### src/rtl/dwc_ddrphy_pmu_acsm_ram_arb.sv
// ACSM instruction RAM arbiter: sequencer fetch port vs host CSR port, one access per DfiClk.
// Optional feature macro DWC_DDRPHY_ACSM_ARB_WRLOCK_EN rejects host writes while the sequencer runs.
module dwc_ddrphy_pmu_acsm_ram_arb #(
  parameter int DATAWID    = 72,
  parameter int DEPTH      = 1024,
  parameter int STARVE_MAX = 15,
  localparam int AW        = $clog2(DEPTH)
) (
  input  logic               i_DfiClk,
  input  logic               i_Reset,
  input  logic               i_seq_req,
  input  logic [AW-1:0]      i_seq_addr,
  input  logic               i_seq_run,
  output logic               o_seq_gnt,
  output logic               o_seq_rdvld,
  output logic [DATAWID-1:0] o_seq_rddata,
  input  logic               i_host_req,
  input  logic               i_host_wr,
  input  logic [AW-1:0]      i_host_addr,
  input  logic [DATAWID-1:0] i_host_wrdata,
  output logic               o_host_ack,
  output logic               o_host_err,
  output logic               o_host_rdvld,
  output logic [DATAWID-1:0] o_host_rddata,
  output logic               o_ram_ce,
  output logic               o_ram_wr,
  output logic [AW-1:0]      o_ram_addr,
  output logic [DATAWID-1:0] o_ram_wrdata,
  input  logic [DATAWID-1:0] i_ram_rddata
);

  typedef enum logic [1:0] {
    OWN_NONE = 2'd0,
    OWN_SEQ  = 2'd1,
    OWN_HOST = 2'd2
  } owner_t;

  localparam logic [7:0] LP_STARVE_MAX = 8'(STARVE_MAX);

  logic [7:0] r_starve_cnt;
  logic [7:0] w_starve_nxt;
  owner_t     r_rd_owner;
  owner_t     w_rd_owner_nxt;
  logic       w_force;
  logic       w_host_gnt;
  logic       w_seq_gnt;
  logic       w_reject;

`ifdef DWC_DDRPHY_ACSM_ARB_WRLOCK_EN
  assign w_reject = i_host_wr & i_seq_run;
`else
  logic w_unused_seq_run;
  assign w_unused_seq_run = i_seq_run;
  assign w_reject         = 1'b0;
`endif

  // Sequencer wins contention until the host has waited STARVE_MAX cycles.
  assign w_force    = (r_starve_cnt >= LP_STARVE_MAX);
  assign w_host_gnt = i_host_req & (~i_seq_req | w_force);
  assign w_seq_gnt  = i_seq_req & ~w_host_gnt;

  assign o_seq_gnt    = w_seq_gnt;
  assign o_host_ack   = w_host_gnt;
  assign o_host_err   = w_host_gnt & w_reject;
  assign o_ram_ce     = w_host_gnt | w_seq_gnt;
  assign o_ram_wr     = w_host_gnt & i_host_wr & ~w_reject;
  assign o_ram_addr   = w_host_gnt ? i_host_addr : i_seq_addr;
  assign o_ram_wrdata = i_host_wrdata;

  assign o_seq_rdvld   = (r_rd_owner == OWN_SEQ);
  assign o_host_rdvld  = (r_rd_owner == OWN_HOST);
  assign o_seq_rddata  = i_ram_rddata;
  assign o_host_rddata = i_ram_rddata;

  always_comb begin
    w_starve_nxt   = r_starve_cnt;
    w_rd_owner_nxt = OWN_NONE;
    if (i_host_req && !w_host_gnt) begin
      if (r_starve_cnt != 8'hFF) begin
        w_starve_nxt = r_starve_cnt + 8'd1;
      end
    end else begin
      w_starve_nxt = 8'd0;
    end
    // Rejected host accesses are always writes, so they never tag a read.
    if (w_host_gnt && !i_host_wr) begin
      w_rd_owner_nxt = OWN_HOST;
    end else if (w_seq_gnt) begin
      w_rd_owner_nxt = OWN_SEQ;
    end
  end

  always_ff @(posedge i_DfiClk or posedge i_Reset) begin
    if (i_Reset) begin
      r_starve_cnt <= 8'd0;
      r_rd_owner   <= OWN_NONE;
    end else begin
      r_starve_cnt <= w_starve_nxt;
      r_rd_owner   <= w_rd_owner_nxt;
    end
  end

endmodule
### config.mk
export PLATFORM = sky130hd
export DESIGN_NAME = dwc_ddrphy_pmu_acsm_ram_arb
export DESIGN_NICKNAME = d
export VERILOG_FILES = /design/src/rtl/dwc_ddrphy_pmu_acsm_ram_arb.sv
export SDC_FILE = /design/constraint.sdc
export NUM_CORES = 1
export LEC_CHECK = 0
export BUFFER_PORTS_ARGS = -buffer_cell sky130_fd_sc_hd__buf_2
export CAP_MARGIN = 20
export CORE_AREA = 2 2 157 159
export CTS_CLUSTER_SIZE = 30
export DETAILED_ROUTE_END_ITERATION = 8
export DIE_AREA = 0 0 159 161
export PLACE_DENSITY = 0.35
export SETUP_SLACK_MARGIN = 0.05
export SLEW_MARGIN = 20
export SYNTH_ARGS = -nofsm -noshare
export SYNTH_HDL_FRONTEND = slang
export SYNTH_SLANG_ARGS = --single-unit
### constraint.sdc
create_clock -name i_DfiClk -period 1.8 [get_ports i_DfiClk]
set_input_delay 0 -clock i_DfiClk [delete_from_list [all_inputs] [get_ports i_DfiClk]]
set_output_delay 0 -clock i_DfiClk [all_outputs]
set_load 0.01 [all_outputs]
---- After elaboration in Yosys (flattened, before gate mapping) ----
Index checks and enable logic that the tools add are counted.
word-level totals
  bits in registers ....................... 10
  word-level logic and storage cells ...... 24
  input port bits ......................... 170
  output and inout port bits .............. 233
operators by class
  eq/ne operators ......................... 4
  $add $sub $neg .......................... 1
  reductions and logical operators ........ 4
  order comparisons ....................... 1
  multiplexer cells ....................... 5
  bitwise operators ....................... 7
operators with widths
  operator               number
  $mux W8                2
  $mux W10               1
  $add A8 B1 Y8 const B  1
  $ge A8 B4 Y1 const B   1
  $ne A8 B8 Y1 const B   1
  $and A1 B1 Y1          3
  $eq A2 B1 Y1 const B   1
  $eq A2 B2 Y1 const B   1
  $logic_and A1 B1 Y1    2
  $logic_not A1 Y1       2
  $mux W2                1
  $ne A2 B1 Y1 const B   1
  $not A1 Y1             2
  $or A1 B1 Y1           2
  $mux W1                1

---- Logic depth before layout (Yosys ltp) ----
  word-level depth ........................ 7
  depth in mapped cells ................... 5
  mapped depth without buffers ............ 4

---- Least setup slack after synthesis ----
Ideal clock, no wire load.
  path type ............................... reg-to-output
  start point ............................. reg r_starve_cnt[0]
  end point ............................... out o_ram_addr[4]
  path buffers ............................ 1
  path slack .............................. 0.073 ns
  required time ........................... 1.800 ns
  stages on the path, launching flop included .. 6
  data arrival time ....................... 1.727 ns
  cell sequence ........................... dfrtp_1 > ha_1 > and3_1 > o41ai_4 > buf_6 > mux2_4
on the way
  word-level cells in the longest chain between the ends .. 4
RTL lines
  what                      line  RTL
  start: declaration        40    logic [7:0] r_starve_cnt;
  start signal: assignment  98    r_starve_cnt <= w_starve_nxt;
  $ge A8 B4 Y1              58    assign w_force = (r_starve_cnt >= LP_STARVE_MAX);
  $or A1 B1 Y1              59    assign w_host_gnt = i_host_req & (~i_seq_req | w_force);
  $and A1 B1 Y1             59
  $mux W10                  67    assign o_ram_addr = w_host_gnt ? i_host_addr : i_seq_addr;
  end: declaration          27    output logic [AW-1:0] o_ram_addr,
No other way between the ends.

---- Worst setup path in the final report ----
  start point ............................. reg r_starve_cnt[6]
  end point ............................... out o_ram_addr[9]
Same word-level chain as after synthesis.

==> out/metrics.sh <==
RUN_STATUS='finished, violations left'
FAILED_CHECKS='negative setup slack'
DIE_W_UM=159
PLACEMENT_ROWS=57
FILLER_CELL_COUNT=2885
MAX-CLOCK-PATH-BUFFERS=2
MET3ROUTEDLENGTH_MM=1.686
TOTALWIRELENGTH_MM=4.936
POWER.SHARE.SWITCHING_PCT=18.97
CP_NUM_BUF_INV=2
WL_PER_CELL_UM=11.64
DRT_PASS1_ITERATIONS=4
GLOBAL_ROUTE.OVERFLOW_TOTAL=0
WORST_SETUP_HOLD_PATH_CLK_SLEW_PS=40
CRITICAL_PATH.CELL_CHAIN='or3_4, o41ai_4, buf_12, mux2_2, buf_6'
FINISH.CELL_COUNT_WITHOUT_FILLERS=424
CTS_TREE='built'
SYN_AREA_PER_CELL_SQ_UM=8.322
DIE-HEIGHT_UM=161
POWERDENSITY_nW_PER_UM2=583.3
FINALSETUPVIOLCOUNT=11
TOTALPOWERFINAL_uW=815.2
FIN_TNS_SETUP_PS=-1727
POWER.SHARE.COMBINATIONAL_PCT=19.1
DRTITER0DRC=12
DR_TOTAL_VIAS=792
HIGHEST_LAYER='met4'
POST_DRT_VIA_CELL_RATIO=1.868
WORST_HOLD_PATH_TYPE='in2out'
FINAL.HOLD.WORST_SLACK_PS=0.003925
CLOCK-SINKS=10
NUMBER_OF_BUFFERS_CREATED_BY_CTS=3
CRIT_PATH_END_KIND='primary output'
SYNTH.CELL_AREA_SQ_UM=2197
SETUP_SKEW_PS=1.490
LAYOUT.CELLS.MOST_COMMON='buf_2'
DRCVIOLATIONCOUNT=0
GLOBAL_ROUTE.USAGE.TOTAL_PCT=3.447
SETUP_SLACK_PS=-187.6
FIN_CRIT_PS=1988
CRIT_ARRIVAL_PS=1990
WORST_PATH_LARGEST_CELL_DELAY_PS=400
GRT_SETUP_UNREPAIRED='true'
DIE_AREA_SQ_UM=25600
START_UTIL_PCT=9.169
WORST-R2R-CELL-COUNT=5
CRITPATHREQUIREDTIME_PS=1800
ANTENNA_VIOLATING_NETS_POST_ROUTE=0
WORSTSETUPPATHTYPE='reg2out'
NUMBER_OF_UNIQUE_STANDARD_CELL_TYPES_USED_BY_SYNTHESIS=22
GRT_PASS1_VIAS=877
FINALMAXSLEWVIOLATIONS=0
R2R_SETUP_SLACK_PS=250
LAYOUT-DRIVE-GT1-SHARE_PCT=61.00
POWER_SWITCHING_uW=154.6
YOSYSSEQAREASHARE_PCT=11.39
CLOCK.FMAX_GHz=0.5031
STANDBY_LEAKAGE_POWER_nW=0.5429
PLACE.PORT_BUFFERS=40
IO_PINS=403
IR_DROP_mV=0.3451
GP_ROUTABILITY_CONGESTION=0.6342
SYN_TO_FINAL_GROWTH_PCT=-36.39
FIRST_PASS_GRT_WIRE_LENGTH_MM=6.182
MET2WIRELENGTH_MM=2.262
FINAL.PERIOD_UTILIZATION_PCT=110.4
HTREE_LEVELS=1
CAP_VIOLATIONS=0
CRITICAL-PATH-SLOWEST-CELL='or3_4'
GRT_ANTENNA_BEFORE_REPAIR=0
CLOCK_TREE_ROOT_DRIVER_CELL='clkbuf_16'
YOSYS_REGISTER_BITS=10
YS.WARNINGS.COUNT=0
CORE_REGION_AREA_SQ_UM=23960
LAYOUT.CELLS.MOST_COMMON_LIST='31 x buf_2, 10 x dfrtp_1, 9 x buf_6, 7 x mux2_4'
PLACED_CELLS_INCL_TAPS=417
PWR-SHARE-SEQ_PCT=29.0
CRITICAL_PATH_CELL_COUNT=5
INSERTEDDIODECOUNT=0
CLOCK_POWER_SHARE_PCT=51.9
WORSTHOLDPATHCELLS=0
CRIT_PATH_START_KIND='register'
FINAL_HOLD_VIOL_COUNT=0
DPL.HPWL_MM=4.375
CRITICAL_PATH.MAX_FANOUT=14
SYN_INST=264
CLOCK_INSERTION_DELAY_WORST_SKEW_PS=230
CRITPATHTOPFAMILY='simple AND/OR/NAND/NOR gates'
WL_MET1_UM=528
GRT_MAX_DEGREE=15
DESIGN.FINAL.NETS=272
LAYOUT.CORE_UTILIZATION_PCT=5.832
POWER_REPORT.INTERNAL_TOTAL_uW=660.6
[metal layers]
metal / vias to the layer above / track usage (%)
met2: 178 / 5.692
met1: 292 / 0.9525
met4: 0 / 3.719
met3: 60 / 4.931
li1: 262 / -
met5: - / 0
[synthesized netlist by cell type]
| cell | number | area share (%) |
|---|---|---|
| nand4b_1 | 1 | 0.40 |
| mux2_2 | 5 | 2.6 |
| nor2b_1 | 3 | 0.85 |
| o21ai_0 | 1 | 0.23 |
| nand2_1 | 1 | 0.17 |
| o41ai_4 | 1 | 1.3 |
| and3_1 | 1 | 0.28 |
| inv_1 | 5 | 0.85 |
| nor3b_1 | 1 | 0.34 |
| and2_1 | 2 | 0.57 |
| dfrtp_1 | 10 | 11 |
| or4_1 | 1 | 0.34 |
| nor3_1 | 1 | 0.23 |
| ha_1 | 1 | 0.57 |
| buf_4 | 217 | 74 |
| nor2_1 | 2 | 0.34 |
| a21oi_1 | 2 | 0.46 |
| xnor2_1 | 1 | 0.40 |
| or3_4 | 1 | 0.51 |
| conb_1 | 1 | 0.17 |
| buf_6 | 1 | 0.51 |
| mux2_4 | 5 | 3.4 |
[final cells by class]
type / count / area (sq um) / area share [%]
tap: 324 / 405.4 / 29.01
timing repair buffer: 46 / 319.1 / 22.83
multi-input combinational: 35 / 315.3 / 22.56
sequential: 10 / 250.2 / 17.91
clock buffer: 4 / 88.84 / 6.356
inverter: 5 / 18.77 / 1.343
[power groups by stage]
stage	clock [mW]	combinational, mW	sequential, mW
floorplan	0	0.563	0.239
global placement	0	0.128	0.239
detailed placement	0	0.128	0.239
CTS	0.436	0.154	0.237
global route	0.452	0.169	0.237
finish	0.423	0.156	0.236
[state kept, by name (all words and copies together), names as in the netlist]
signal / cells
r_starve_cnt: 8
r_rd_owner: 2
[cells by family after synthesis]
logic type	count (synthesis)	synth area share, %
xor gates and xnor gates	1	0.3987
buffers and inverters	223	75.51
AOI/OAI and AO/OA	4	1.936
adders and majority gates	1	0.5694
muxes	10	5.979
DFF	10	11.39
and+or+nand+nor	14	4.043
other	1	0.1707
[worst reg2reg max path, delay by kind of cell (launching register included)]
kind                   cells  cell delay [ps]
flip-flops                 1              350
AO/OA/AOI/OAI              1              340
buffers and inverters      2              310
AND/OR/NAND/NOR            2              430
[repair_timing]
action                                  CTS  global route
hold buffers                              2             0
buffers inserted                          1             0
hold endpoints to repair                 11             0
resized for setup                         8             5
endpoints found under the setup margin   11            13
[final timing paths]
path	startpoint	endpoint
max	r_starve_cnt[6]	o_ram_addr[9]
min	i_host_wrdata[48]	o_ram_wrdata[48]
max reg2reg	r_starve_cnt[6]	r_rd_owner[1]
min reg2reg	r_starve_cnt[0]	r_starve_cnt[0]
max in group asynchronous	i_Reset	r_starve_cnt[2]
min in group asynchronous	i_Reset	r_starve_cnt[6]
[through the flow]
| stage | instance area (sq um) | worst slack, ps |
|---|---|---|
| floorplan | 2212 | 73.38 |
| global placement | 1212 | 59.26 |
| detailed placement | 1212 | 34.98 |
| CTS | 1379 | -218.9 |
| global route | 1398 | -240.2 |
| finish | 1398 | -187.6 |
Power figures use the tool's default switching activity.
